<file path="src/rtl/ahb_timer_pkg.sv">
// Shared AHB-Lite encodings plus the timer register map and CTRL bit positions.
// Byte-lane helpers are common to all AHB-Lite slaves that use ahb_lite_slave_if.
package ahb_timer_pkg;

    localparam logic [4:0] OFF_CTRL   = 5'h00;
    localparam logic [4:0] OFF_PRESC  = 5'h04;
    localparam logic [4:0] OFF_LOAD   = 5'h08;
    localparam logic [4:0] OFF_VALUE  = 5'h0C;
    localparam logic [4:0] OFF_STATUS = 5'h10;
    localparam logic [4:0] OFF_NONE   = 5'h1C;

    localparam int CTRL_EN      = 0;
    localparam int CTRL_IE      = 1;
    localparam int CTRL_ONESHOT = 2;

    localparam logic [1:0] HTRANS_IDLE   = 2'b00;
    localparam logic [1:0] HTRANS_BUSY   = 2'b01;
    localparam logic [1:0] HTRANS_NONSEQ = 2'b10;
    localparam logic [1:0] HTRANS_SEQ    = 2'b11;

    localparam logic [2:0] HSIZE_BYTE = 3'b000;
    localparam logic [2:0] HSIZE_HALF = 3'b001;
    localparam logic [2:0] HSIZE_WORD = 3'b010;

    // Sizes wider than a word are not supported and strobe no lanes.
    function automatic logic [3:0] byte_strobe(input logic [2:0] size, input logic [1:0] lane);
        logic [3:0] s;
        s = 4'b0000;
        case (size)
            HSIZE_BYTE: s = 4'b0001 << lane;
            HSIZE_HALF: s = lane[1] ? 4'b1100 : 4'b0011;
            HSIZE_WORD: s = 4'b1111;
            default:    s = 4'b0000;
        endcase
        return s;
    endfunction

    function automatic logic [31:0] merge_bytes(input logic [31:0] old, input logic [31:0] wdata,
                                                input logic [3:0] strb);
        logic [31:0] r;
        for (int i = 0; i < 4; i++)
            r[8*i +: 8] = strb[i] ? wdata[8*i +: 8] : old[8*i +: 8];
        return r;
    endfunction

endpackage

</file>
<file path="src/rtl/ahb_lite_slave_if.sv">
// Zero-wait-state AHB-Lite slave front end: captures the address phase and
// presents write enable, word offset and byte strobes during the data phase.
module ahb_lite_slave_if
    import ahb_timer_pkg::*;
(
    input  logic       clk,
    input  logic       rst,
    input  logic       sel,
    input  logic [4:0] addr,
    input  logic [1:0] trans,
    input  logic       write,
    input  logic [2:0] size,
    input  logic       ready,
    output logic       wr_en,
    output logic [4:0] rd_offset,
    output logic [3:0] strb
);

    logic       accept;
    logic       dvld;
    logic       dwrite;
    logic [2:0] dsize;
    logic [1:0] dlane;
    logic       unused_trans;

    assign accept       = sel & ready & trans[1];
    assign unused_trans = trans[0];

    // Offset is held across unselected cycles; dvld alone qualifies the data phase.
    always_ff @(posedge clk or posedge rst) begin
        if (rst) begin
            dvld      <= 1'b0;
            dwrite    <= 1'b0;
            dsize     <= HSIZE_WORD;
            dlane     <= 2'b00;
            rd_offset <= OFF_NONE;
        end else if (ready) begin
            dvld <= accept;
            if (accept) begin
                dwrite    <= write;
                dsize     <= size;
                dlane     <= addr[1:0];
                rd_offset <= {addr[4:2], 2'b00};
            end
        end
    end

    assign wr_en = dvld & dwrite;
    assign strb  = byte_strobe(dsize, dlane);

endmodule

</file>
<file path="src/rtl/ahb_timer.sv">
// AHB-Lite timer: prescaled 32-bit down-counter with periodic/one-shot reload
// and a sticky match flag gated onto IRQ.
module ahb_timer
    import ahb_timer_pkg::*;
#(
    parameter int PW = 16
) (
    input  logic        HCLK,
    input  logic        HRESET,
    input  logic        HSEL,
    input  logic [31:0] HADDR,
    input  logic [1:0]  HTRANS,
    input  logic        HWRITE,
    input  logic [2:0]  HSIZE,
    input  logic [31:0] HWDATA,
    input  logic        HREADY,
    output logic        HREADYOUT,
    output logic [31:0] HRDATA,
    output logic        HRESP,
    output logic        IRQ
);

    logic          wr_en;
    logic [4:0]    offset;
    logic [3:0]    strb;

    logic [2:0]    ctrl;
    logic [PW-1:0] presc;
    logic [PW-1:0] pcnt;
    logic [31:0]   load;
    logic [31:0]   value;
    logic          flag;

    logic [31:0]   ctrl_w;
    logic [31:0]   presc_w;
    logic [31:0]   load_w;
    logic          wr_ctrl, wr_presc, wr_load, wr_status;
    logic          tick, term, en_rise;
    logic          unused_bits;

    ahb_lite_slave_if u_if (
        .clk       (HCLK),
        .rst       (HRESET),
        .sel       (HSEL),
        .addr      (HADDR[4:0]),
        .trans     (HTRANS),
        .write     (HWRITE),
        .size      (HSIZE),
        .ready     (HREADY),
        .wr_en     (wr_en),
        .rd_offset (offset),
        .strb      (strb)
    );

    assign wr_ctrl   = wr_en && (offset == OFF_CTRL);
    assign wr_presc  = wr_en && (offset == OFF_PRESC);
    assign wr_load   = wr_en && (offset == OFF_LOAD);
    assign wr_status = wr_en && (offset == OFF_STATUS);

    assign ctrl_w  = merge_bytes({29'd0, ctrl}, HWDATA, strb);
    assign presc_w = merge_bytes(32'(presc), HWDATA, strb);
    assign load_w  = merge_bytes(load, HWDATA, strb);

    assign tick    = ctrl[CTRL_EN] && (pcnt == presc);
    assign term    = tick && (value == 32'd0);
    assign en_rise = wr_ctrl && ctrl_w[CTRL_EN] && !ctrl[CTRL_EN];

    assign unused_bits = ^{HADDR[31:5], ctrl_w[31:3], presc_w};

    always_ff @(posedge HCLK or posedge HRESET) begin
        if (HRESET) begin
            ctrl  <= '0;
            presc <= '0;
            pcnt  <= '0;
            load  <= '0;
            value <= '0;
            flag  <= 1'b0;
        end else begin
            if (wr_ctrl)
                ctrl <= ctrl_w[2:0];
            else if (term && ctrl[CTRL_ONESHOT])
                ctrl[CTRL_EN] <= 1'b0;

            if (wr_presc)
                presc <= presc_w[PW-1:0];

            if (wr_load)
                load <= load_w;

            // A LOAD write overrides any decrement or reload from a coincident tick.
            if (wr_load)
                value <= load_w;
            else if (tick) begin
                if (value != 32'd0)
                    value <= value - 32'd1;
                else if (!ctrl[CTRL_ONESHOT])
                    value <= load;
            end

            if (wr_load || en_rise)
                pcnt <= '0;
            else if (ctrl[CTRL_EN])
                pcnt <= tick ? '0 : pcnt + PW'(1);

            // Hardware set beats a same-cycle W1C.
            if (term)
                flag <= 1'b1;
            else if (wr_status && strb[0] && HWDATA[0])
                flag <= 1'b0;
        end
    end

    always_comb begin
        HRDATA = 32'd0;
        case (offset)
            OFF_CTRL:   HRDATA = {29'd0, ctrl};
            OFF_PRESC:  HRDATA = 32'(presc);
            OFF_LOAD:   HRDATA = load;
            OFF_VALUE:  HRDATA = value;
            OFF_STATUS: HRDATA = {31'd0, flag};
            default:    HRDATA = 32'd0;
        endcase
    end

    assign IRQ       = flag & ctrl[CTRL_IE];
    assign HREADYOUT = 1'b1;
    assign HRESP     = 1'b0;

endmodule
</file>
<file path="config.mk">
export PLATFORM = sky130hd
export DESIGN_NAME = ahb_timer
export DESIGN_NICKNAME = d
export VERILOG_FILES = /design/src/rtl/ahb_timer_pkg.sv /design/src/rtl/ahb_lite_slave_if.sv /design/src/rtl/ahb_timer.sv
export SDC_FILE = /design/constraint.sdc
export NUM_CORES = 1
export LEC_CHECK = 0
export ABC_CLOCK_PERIOD_IN_PS = 10600
export BUFFER_PORTS_ARGS = -buffer_cell sky130_fd_sc_hd__buf_2
export CORE_MARGIN = 3
export CORE_UTILIZATION = 46
export CTS_CLUSTER_DIAMETER = 200
export DETAILED_ROUTE_END_ITERATION = 8
export PLACE_DENSITY = 0.79
export SYNTH_ARGS = -nofsm -noshare
export SYNTH_HDL_FRONTEND = slang
export SYNTH_SLANG_ARGS = --single-unit
</file>
<file path="constraint.sdc">
create_clock -name HCLK -period 10.6 [get_ports HCLK]
set_clock_uncertainty 0.1 [all_clocks]
set_input_delay 2.12 -clock HCLK [delete_from_list [all_inputs] [get_ports HCLK]]
set_output_delay 2.12 -clock HCLK [all_outputs]
set_load 0.1 [all_outputs]
</file>
==> flow_summary.ini <==
[clock_network]
clkLatencyLatePin_ns = 0.37
cts-root-buf = clkbuf_16
numCtsBuffers = 9
clockBufferDepth = 2
postCtsHoldBufs = 0
cts_resized = 0
cts_tree = done
post-cts-setup-buffer-count = 0
clkTransAtPathRegs_ns = 0.07
htree_levels = 3
clock-sinks = 110

[floorplanning]
core_um2 = 14100
die_w_um = 127
start_util_pct = 47.7
rows = 43
ios = 109
die_h_um = 127
die-area_um2 = 16100

[timing]
rsz0062_at_grt = no
post-route-period-util_pct = 50.4
setup_tns_ns = 0
whs_ns = 0.421
finalMaxSlewViolations = 0
hold_viol = 0
min_period_ns = 5.34
setup_viol = 0
timing.fmax_mhz = 187
tightest_slew_ns = 1.21
slew_headroom_pct = 19.0

[yosys]
synthesis.nets = 780
synth_cells = 703
synth_top_area_share_pct = 39.5
syn_area_um2 = 6720
ys.flop_type = dfrtp_1
seq_area_frac_synth_pct = 41.0
yosys_warnings = 0
yosys.cell_types.count = 79
synth-edff-count = 0
syn_avg_cell_area_um2 = 9.56
yosys.area.top_type = dfrtp_1
synth.top_cells.by_area = dfrtp_1 39%, mux2_2 10%, nor2_1 3.8%
ys_seq_elements = 110
async_flop_share_pct = 100

[routing]
drt_iter0_drc = 453
dr.pass1.iters = 6
drt_wl_total_um = 17700
drc_errors = 0
wl_per_cell_um = 18.7
avgViaCountPerCell = 6.18
via_count = 5836
postRouteAntennaNets = 0

[final_layout]
drive_gt1_share_pct = 24.7
n_fill_cell = 1280
post-route-util_pct = 53.5
nets = 836
final_cell_mix = 106 x dfrtp_1, 78 x buf_2, 68 x nor2_1, 60 x mux2_2, 58 x nand2_1
num_antenna_cells = 0
area_growth_pct = 12.3
layout_commonest_cell = dfrtp_1

[grt]
grt_pass1_wl_um = 28700
grt_pass1_vias = 5422
grt.overflow.total = 0
grt_max_degree = 63
grt.total_usage_pct = 22.0
antenna_found_initial = 0

[run_status]
status = finished clean

[setup_path]
slowest_delay_ns = 0.98
crit_slowest_cell = nor2b_1
cp_cell_sequence = nor2b_1, a22oi_1, nor2_1, buf_2
cp.required_ns = 8.38
reg2reg_setup_slack_ns = 6.40
start_kind = flop
critPathMaxFanout = 23
arrival_ns = 3.12
critPathKind = reg -> out
endpoint_kind = output pin

[place]
place_congestion = 0.931
port_buffers = 78
dp_hpwl_um = 12800

[job]
max-cap-violations = 0

[power]
vdd_drop_max_v = 0.0000918
powerDensity_nw_per_um2 = 224
cellLeakagePower_uw = 0.00318

[hold_path]
min_path_type = reg -> reg
==> where the power goes <==
part	internal (µW)	switching (µW)	leakage [µW]
logic	225	403	0.00174
registers	536	169	0.00130
clock network	204	155	0.000153
==> cells by family after synthesis <==
kind of cell / after synthesis / synth area share (%)
buffers and inverters: 57 / 3.71
muxes: 86 / 14.5
xor gates and xnor gates: 28 / 3.65
and+or+nand+nor: 245 / 18.5
DFF: 110 / 41.0
adders and majority gates: 3 / 0.559
AOI/OAI and AO/OA: 172 / 17.9
other: 2 / 0.112
==> per-stage QoR <==
| stage | instance area, µm² | setup slack, ns | total power (µW) | cells |
|---|---|---|---|---|
| floorplan | 6720 | 5.15 | 1190 | 703 |
| global placement | 7230 | 5.74 | 1310 | 928 |
| detailed placement | 7230 | 5.69 | 1330 | 928 |
| CTS | 7540 | 5.29 | 1690 | 944 |
| global route | 7540 | 5.12 | 1780 | 944 |
| finish | 7540 | 5.26 | 1690 | 944 |
==> sequential cells by signal (all words and copies together), names as in the netlist <==
register / count
u_if.dsize: 3
u_if.dwrite: 1
u_if.dvld: 1
pcnt: 16
flag: 1
ctrl: 3
u_if.rd_offset: 3
value: 32
u_if.dlane: 2
load: 32
presc: 16
==> worst max-delay path, delay by kind of cell, from the launching register on <==
family,cells,cell delay (ns)
buffers and inverters,1,0.46
AOI/OAI and AO/OA,1,0.22
and+or+nand+nor,2,1.19
DFF,1,0.86
==> synthesized netlist by cell type, types with 4 or more instances <==
| library cell | count |
|---|---|
| o221ai_1 | 6 |
| nor2b_1 | 4 |
| a21o_1 | 5 |
| o22ai_1 | 7 |
| or3_1 | 8 |
| mux2_2 | 60 |
| xor2_1 | 12 |
| xnor2_1 | 16 |
| a22oi_1 | 15 |
| nand2_1 | 58 |
| dfrtp_1 | 106 |
| inv_1 | 17 |
| nor2_1 | 68 |
| or4_1 | 5 |
| and3_1 | 8 |
| o21ai_0 | 24 |
| o21ai_1 | 23 |
| a22o_1 | 4 |
| buf_2 | 4 |
| o31ai_2 | 4 |
| dfstp_2 | 4 |
| a211oi_1 | 5 |
| mux2i_1 | 23 |
| clkbuf_1 | 29 |
| nand2b_1 | 8 |
| a221oi_1 | 4 |
| a31oi_1 | 14 |
| nor3_1 | 18 |
| a21oi_1 | 24 |
| o31ai_1 | 4 |
| nor4_1 | 14 |
| nand3_1 | 18 |
| nand4_1 | 11 |
| and2_1 | 7 |
==> final timing paths <==
kind	from	to	cells past startpoint
worst max register to register	u_if.rd_offset[3]	value[24]	6
min in group asynchronous	HRESET	pcnt[2]	2
worst max-delay path	u_if.rd_offset[3]	HRDATA[8]	4
worst min register to register	load[8]	load[8]	1
max in group asynchronous	HRESET	load[29]	3
worst min-delay path	load[8]	load[8]	1
==> cell type report <==
type	count	area [µm²]	area share, %
multi-input cells	536	3740	49.6
flip-flops and latches	110	2760	36.6
repair buffers	85	443	5.87
clock buffers	14	274	3.63
well taps	180	225	2.99
inverters	17	66.3	0.879
clock inverters	2	38.8	0.514
==> per-layer routing <==
layer / global-route usage, % / routed length, µm / vias to the layer above
met5: 0 / 0 / -
met4: 5.36 / 212 / 0
met3: 5.22 / 1200 / 20
met2: 35.0 / 8460 / 234
met1: 30.4 / 7830 / 2860
li1: - / - / 2722
(Power assumes the default switching activity.)
